File: src/rtl/uart_pkg.sv
// Shared UART definitions: framer state encoding and the default frame start marker.
package uart_pkg;

  localparam logic [7:0] UART_SYNC_BYTE = 8'hA5;

  typedef enum logic [2:0] {
    ST_HUNT,
    ST_LEN,
    ST_PAYLOAD,
    ST_CHECK,
    ST_DRAIN
  } framer_state_t;

  // States in which the inter-byte idle timer is allowed to run.
  function automatic logic is_counting_state(input framer_state_t s);
    return (s == ST_LEN) || (s == ST_PAYLOAD) || (s == ST_CHECK);
  endfunction

endpackage

File: src/rtl/uart_rx_framer_counter.sv
// Idle counter: counts enabled cycles since the last clear and flags the
// cycle in which the LIMIT-th enabled cycle is being counted.
module uart_rx_framer_counter #(
  parameter int LIMIT = 10000
) (
  input  logic clk,
  input  logic i_reset,
  input  logic clear,
  input  logic enable,
  output logic hit
);

  localparam int CW = $clog2(LIMIT + 1);

  logic [CW-1:0] count;

  // Count enabled cycles, holding at the limit so the hit flag stays asserted
  // until the owner clears or disables the counter.
  always_ff @(posedge clk or posedge i_reset) begin
    if (i_reset) begin
      count <= '0;
    end else if (clear) begin
      count <= '0;
    end else if (enable && !hit) begin
      count <= count + 1'b1;
    end
  end

  assign hit = enable && (count == CW'(LIMIT - 1));

endmodule

File: src/rtl/uart_rx_framer.sv
// Frame extractor for a byte stream from uart_rx. A frame is SYNC, LEN,
// LEN payload bytes and a checksum byte that makes the modular sum of LEN,
// the payload and the checksum zero. Good payloads are buffered, then
// offered on a valid/ready stream.
module uart_rx_framer
  import uart_pkg::*;
#(
  parameter int               WIDTH     = 8,
  parameter logic [WIDTH-1:0] SYNC_BYTE = WIDTH'(UART_SYNC_BYTE),
  parameter int               MAX_LEN   = 16,
  parameter int               TIMEOUT   = 10000
) (
  input  logic                             clk,
  input  logic                             i_reset,
  input  logic [WIDTH-1:0]                 i_data,
  input  logic                             i_data_valid,
  output logic [WIDTH-1:0]                 o_data,
  output logic                             o_valid,
  input  logic                             i_ready,
  output logic                             o_last,
  output logic [$clog2(MAX_LEN+1)-1:0]     o_pkt_len,
  output logic                             o_len_err,
  output logic                             o_crc_err,
  output logic                             o_timeout,
  output logic                             o_overrun
);

  localparam int LW = $clog2(MAX_LEN + 1);
  localparam int IW = (MAX_LEN > 1) ? $clog2(MAX_LEN) : 1;

  framer_state_t state;
  framer_state_t next_state;

  logic [WIDTH-1:0] buffer [MAX_LEN];
  logic [LW-1:0]    len;
  logic [IW-1:0]    wr_idx;
  logic [IW-1:0]    rd_idx;
  logic [WIDTH-1:0] acc;
  logic [WIDTH-1:0] check_sum;

  logic counting;
  logic timeout_hit;
  logic len_bad;
  logic wr_last;
  logic rd_last;
  logic sum_ok;

  logic load_len;
  logic wr_en;
  logic start_drain;
  logic drain_adv;
  logic len_err_d;
  logic crc_err_d;
  logic timeout_d;
  logic overrun_d;

  assign counting  = is_counting_state(state);
  assign len_bad   = (i_data == '0) || (i_data > WIDTH'(MAX_LEN));
  assign wr_last   = (LW'(wr_idx) == (len - LW'(1)));
  assign rd_last   = (LW'(rd_idx) == (len - LW'(1)));
  assign check_sum = acc + i_data;
  assign sum_ok    = (check_sum == '0);
  assign drain_adv = (state == ST_DRAIN) && i_ready;

  // An arriving byte clears the idle count, so a byte landing on the timeout
  // cycle wins over the timeout.
  uart_rx_framer_counter #(
    .LIMIT (TIMEOUT)
  ) u_idle_counter (
    .clk     (clk),
    .i_reset (i_reset),
    .clear   (i_data_valid || !counting),
    .enable  (counting),
    .hit     (timeout_hit)
  );

  // State register.
  always_ff @(posedge clk or posedge i_reset) begin
    if (i_reset) begin
      state <= ST_HUNT;
    end else begin
      state <= next_state;
    end
  end

  // Next-state logic and per-cycle datapath/error strobes.
  always_comb begin
    next_state  = state;
    load_len    = 1'b0;
    wr_en       = 1'b0;
    start_drain = 1'b0;
    len_err_d   = 1'b0;
    crc_err_d   = 1'b0;
    timeout_d   = 1'b0;
    overrun_d   = 1'b0;
    case (state)
      ST_HUNT: begin
        if (i_data_valid && (i_data == SYNC_BYTE)) begin
          next_state = ST_LEN;
        end
      end
      ST_LEN: begin
        if (i_data_valid) begin
          if (len_bad) begin
            len_err_d  = 1'b1;
            next_state = ST_HUNT;
          end else begin
            load_len   = 1'b1;
            next_state = ST_PAYLOAD;
          end
        end else if (timeout_hit) begin
          timeout_d  = 1'b1;
          next_state = ST_HUNT;
        end
      end
      ST_PAYLOAD: begin
        if (i_data_valid) begin
          wr_en = 1'b1;
          if (wr_last) begin
            next_state = ST_CHECK;
          end
        end else if (timeout_hit) begin
          timeout_d  = 1'b1;
          next_state = ST_HUNT;
        end
      end
      ST_CHECK: begin
        if (i_data_valid) begin
          if (sum_ok) begin
            start_drain = 1'b1;
            next_state  = ST_DRAIN;
          end else begin
            crc_err_d  = 1'b1;
            next_state = ST_HUNT;
          end
        end else if (timeout_hit) begin
          timeout_d  = 1'b1;
          next_state = ST_HUNT;
        end
      end
      ST_DRAIN: begin
        if (i_data_valid) begin
          overrun_d = 1'b1;
        end
        if (i_ready && rd_last) begin
          next_state = ST_HUNT;
        end
      end
      default: begin
        next_state = ST_HUNT;
      end
    endcase
  end

  // Length, indices, running checksum and registered error pulses.
  always_ff @(posedge clk or posedge i_reset) begin
    if (i_reset) begin
      len       <= '0;
      wr_idx    <= '0;
      rd_idx    <= '0;
      acc       <= '0;
      o_len_err <= 1'b0;
      o_crc_err <= 1'b0;
      o_timeout <= 1'b0;
      o_overrun <= 1'b0;
    end else begin
      o_len_err <= len_err_d;
      o_crc_err <= crc_err_d;
      o_timeout <= timeout_d;
      o_overrun <= overrun_d;
      if (load_len) begin
        len    <= LW'(i_data);
        wr_idx <= '0;
        acc    <= i_data;
      end
      if (wr_en) begin
        wr_idx <= wr_idx + 1'b1;
        acc    <= check_sum;
      end
      if (start_drain) begin
        rd_idx <= '0;
      end else if (drain_adv) begin
        rd_idx <= rd_idx + 1'b1;
      end
    end
  end

  // Payload storage; contents are only meaningful once a frame passes its check.
  always_ff @(posedge clk) begin
    if (wr_en) begin
      buffer[wr_idx] <= i_data;
    end
  end

  assign o_valid   = (state == ST_DRAIN);
  assign o_data    = o_valid ? buffer[rd_idx] : '0;
  assign o_last    = o_valid && rd_last;
  assign o_pkt_len = o_valid ? len : '0;

endmodule

File: config.mk
export PLATFORM = sky130hd
export DESIGN_NAME = uart_rx_framer
export DESIGN_NICKNAME = d
export VERILOG_FILES = /design/src/rtl/uart_pkg.sv /design/src/rtl/uart_rx_framer_counter.sv /design/src/rtl/uart_rx_framer.sv
export SDC_FILE = /design/constraint.sdc
export NUM_CORES = 1
export LEC_CHECK = 0
export ABC_CLOCK_PERIOD_IN_PS = 4540
export CORE_MARGIN = 2
export CORE_UTILIZATION = 40
export CTS_BUF_LIST = sky130_fd_sc_hd__clkbuf_8
export CTS_CLUSTER_DIAMETER = 40
export DETAILED_ROUTE_END_ITERATION = 6
export PLACE_DENSITY = 0.57
export SETUP_SLACK_MARGIN = 0.4
export SLEW_MARGIN = 20
export SYNTH_ARGS = -nofsm -noshare
export SYNTH_HDL_FRONTEND = slang
export SYNTH_SLANG_ARGS = --single-unit
File: constraint.sdc
create_clock -name clk -period 4.54 [get_ports clk]
set_input_delay 0.908 -clock clk [delete_from_list [all_inputs] [get_ports clk]]
set_output_delay 0.908 -clock clk [all_outputs]
set_load 0.02 [all_outputs]
==> results.tsv <==
metric	value	unit
core-area	18640	µm²
ys_seq_area_frac	0.6470	
p_switching	1.019	mW
synth_cell_type_count	58	
swShare	0.2794	
areaGrowthSynthToFinish	14.34	%
fp.dieW	141.5	µm
holdPathStages	1	
placed_area	8307	µm²
ir_worst_vdd	0.0002228	V
cts-hold-fix-buffers	0	
post_cts_resized	0	
dieArea	20030	µm²
antenna_found_initial	0	
via_count	4265	
rows	50	
drt-wirelength-per-cell	21.28	µm
ys_async_sr_fraction	0.2471	
final_area	8650	µm²
path_class	reg2out	
yosysWarnings	0	
slowest_stage	dfrtp_4	
worstPathArrival	3070	ps
start_util	0.4058	
drive_gt1_frac	0.1938	
mappedNetlistArea	7565	µm²
leakagePower	3.108	nW
via_per_inst	5.461	
diodes	0	
cpPeakStageDelay	570	ps
multi_input_area	2524	µm²
cts_tree	built	
grt_use_total	0.1752	
io_buffers	30	
drtAntennaViolNets	0	
crit_required	3630	ps
relSlewSlack	0.4042	
skew	16.63	ps
grt.overflow.total	0	
p_per_area	421.7	nW/µm²
r2r_cells	8	
status	complete, no violations	
hold_violations	0	
setup_tns	0	ps
synth_seq_cells	170	
cts.path.max_buffers	2	
p_clk_frac	0.262	
first_global_vias	4371	
chipHeight	141.5	µm
tightest_slew	893.7	ps
cts-buffers-inserted	17	
crit_fanout	26	
start_kind	flop	
clkSinkCount	170	
layout_commonest_cell	edfxtp_1	
setup_viol	0	
place.gp.congestion	0.8406	
critPathCaptureType	output port	
cts_htree_levels	4	
mostFrequentLayoutCells	edfxtp_1 (128), dfrtp_1 (41), mux4_2 (36), nor2_1 (32), clkdlybuf4s50_1 (30)	
register_area	4898	µm²
finalCriticalPeriod	3982	ps
p_comb_frac	0.244	
p_seq_frac	0.494	
dr.pass1.iters	4	
cap_violations	0	
root_buffer	clkbuf_8	
syn_avg_cell_area	15.83	µm²
syn_inst	478	
syn-num-nets	505	
clkTransAtPathRegs	80	ps
fillCellCount	1640	
wl	16620	µm
clk_latency	450	ps
synthFlopType	edfxtp_1	
crit_chain	buf_12, mux4_1, mux4_2, and2_1, clkdlybuf4s50_1	
post-route-period-util	0.8770	
dp_hpwl	11240	µm
ioPinCount	31	
dr.first_iter.drc_count	362	
internal_power	2.628	mW
grt_max_degree	43	
min_path_type	reg2reg	
final_nets	562	
synth_edf_count	128	
drv_slew	0	
grt_pass1_wl	25730	µm
postCtsSetupRepairBufs	0	
rsz0062_at_grt	no	
clock.fmax	251.2	MHz
drc_errors	0	
[flip-flops by register name, indices dropped and copies added, names as in the netlist]
| name | flops |
|---|---|
| wr_idx | 4 |
| len | 5 |
| state | 3 |
| rd_idx | 4 |
| o_timeout | 1 |
| o_overrun | 1 |
| o_crc_err | 1 |
| buffer | 128 |
| o_len_err | 1 |
| acc | 8 |
| u_idle_counter.count | 14 |
[per-stage QoR]
stage	utilization	std cells	hold WS, ps	worst slack [ps]	power, mW
floorplan	-	478	453.3	1685	2.476
global placement	0.4456	750	473.0	935.3	2.736
detailed placement	0.4456	750	475.5	851.5	2.744
CTS	0.4638	781	492.5	440.6	3.689
global route	0.4640	781	526.0	452.9	3.807
finish	0.4640	781	487.3	558.5	3.647
[cell families (layout without fill, tap and decap cells)]
family	count (synthesis)	after routing	share of synthesized area
simple gates	134	134	0.09643
mux	45	45	0.1283
compound gates	46	46	0.04201
xor+xnor	31	31	0.03771
fa+ha+maj	15	15	0.02580
buf+inv	37	106	0.02266
flops	170	170	0.6470
[power groups by stage]
stage          Combinational [mW]  Sequential [mW]  Clock [mW]
2_1_floorplan               0.726             1.75           0
3_3_place_gp                0.899             1.84           0
3_5_place_dp                0.906             1.84           0
4_1_cts                     0.907             1.80       0.980
5_1_grt                     0.955             1.81        1.04
6_report                    0.889             1.80       0.955
[final timing paths]
kind	slack [ps]	end	from
min in group asynchronous	900	u_idle_counter.count[4]	i_reset
hold / removal	490	acc[3]	acc[3]
setup reg to reg	2170	o_crc_err	acc[0]
setup / recovery	560	o_data[4]	rd_idx[0]
max in group asynchronous	3210	rd_idx[0]	i_reset
hold reg to reg	490	acc[3]	acc[3]
[area by class of cell]
type	instances	area share
multi-input combinational	271	0.2918
sequential	170	0.5663
clock inverter	14	0.01230
tap	234	0.03385
timing repair buffer	60	0.06220
inverter	15	0.006509
clock buffer	17	0.02705
[cells in the mapped netlist (all sizes together) (6+ instances only)]
cell | number | share of area
a21oi | 7 | 0.0046
and2 | 16 | 0.013
and3 | 9 | 0.0074
buf | 6 | 0.0071
clkbuf | 16 | 0.0081
dfrtp | 42 | 0.14
edfxtp | 128 | 0.51
ha | 14 | 0.023
inv | 15 | 0.0074
mux4 | 40 | 0.12
nand2 | 19 | 0.0094
nand3 | 7 | 0.0046
nand4 | 6 | 0.0050
nor2 | 32 | 0.016
nor3 | 14 | 0.011
nor4 | 6 | 0.0050
o21ai | 9 | 0.0060
xnor2 | 10 | 0.012
xor2 | 20 | 0.023
[critical path, delay by kind of cell (launching register included)]
| kind | cells | cell delay [ps] |
|---|---|---|
| and+or+nand+nor | 1 | 170 |
| buffers and inverters | 2 | 810 |
| DFF | 1 | 570 |
| muxes | 2 | 1050 |
[routing by layer]
metal  up-vias  share of wire  GRT usage
met1      2179           0.43     0.2237
met4         0          0.024    0.06421
met5         -              0          0
li1       1962              -          -
met3        30          0.033    0.03172
met2        94           0.51     0.3010
(Power assumes the default switching activity.)
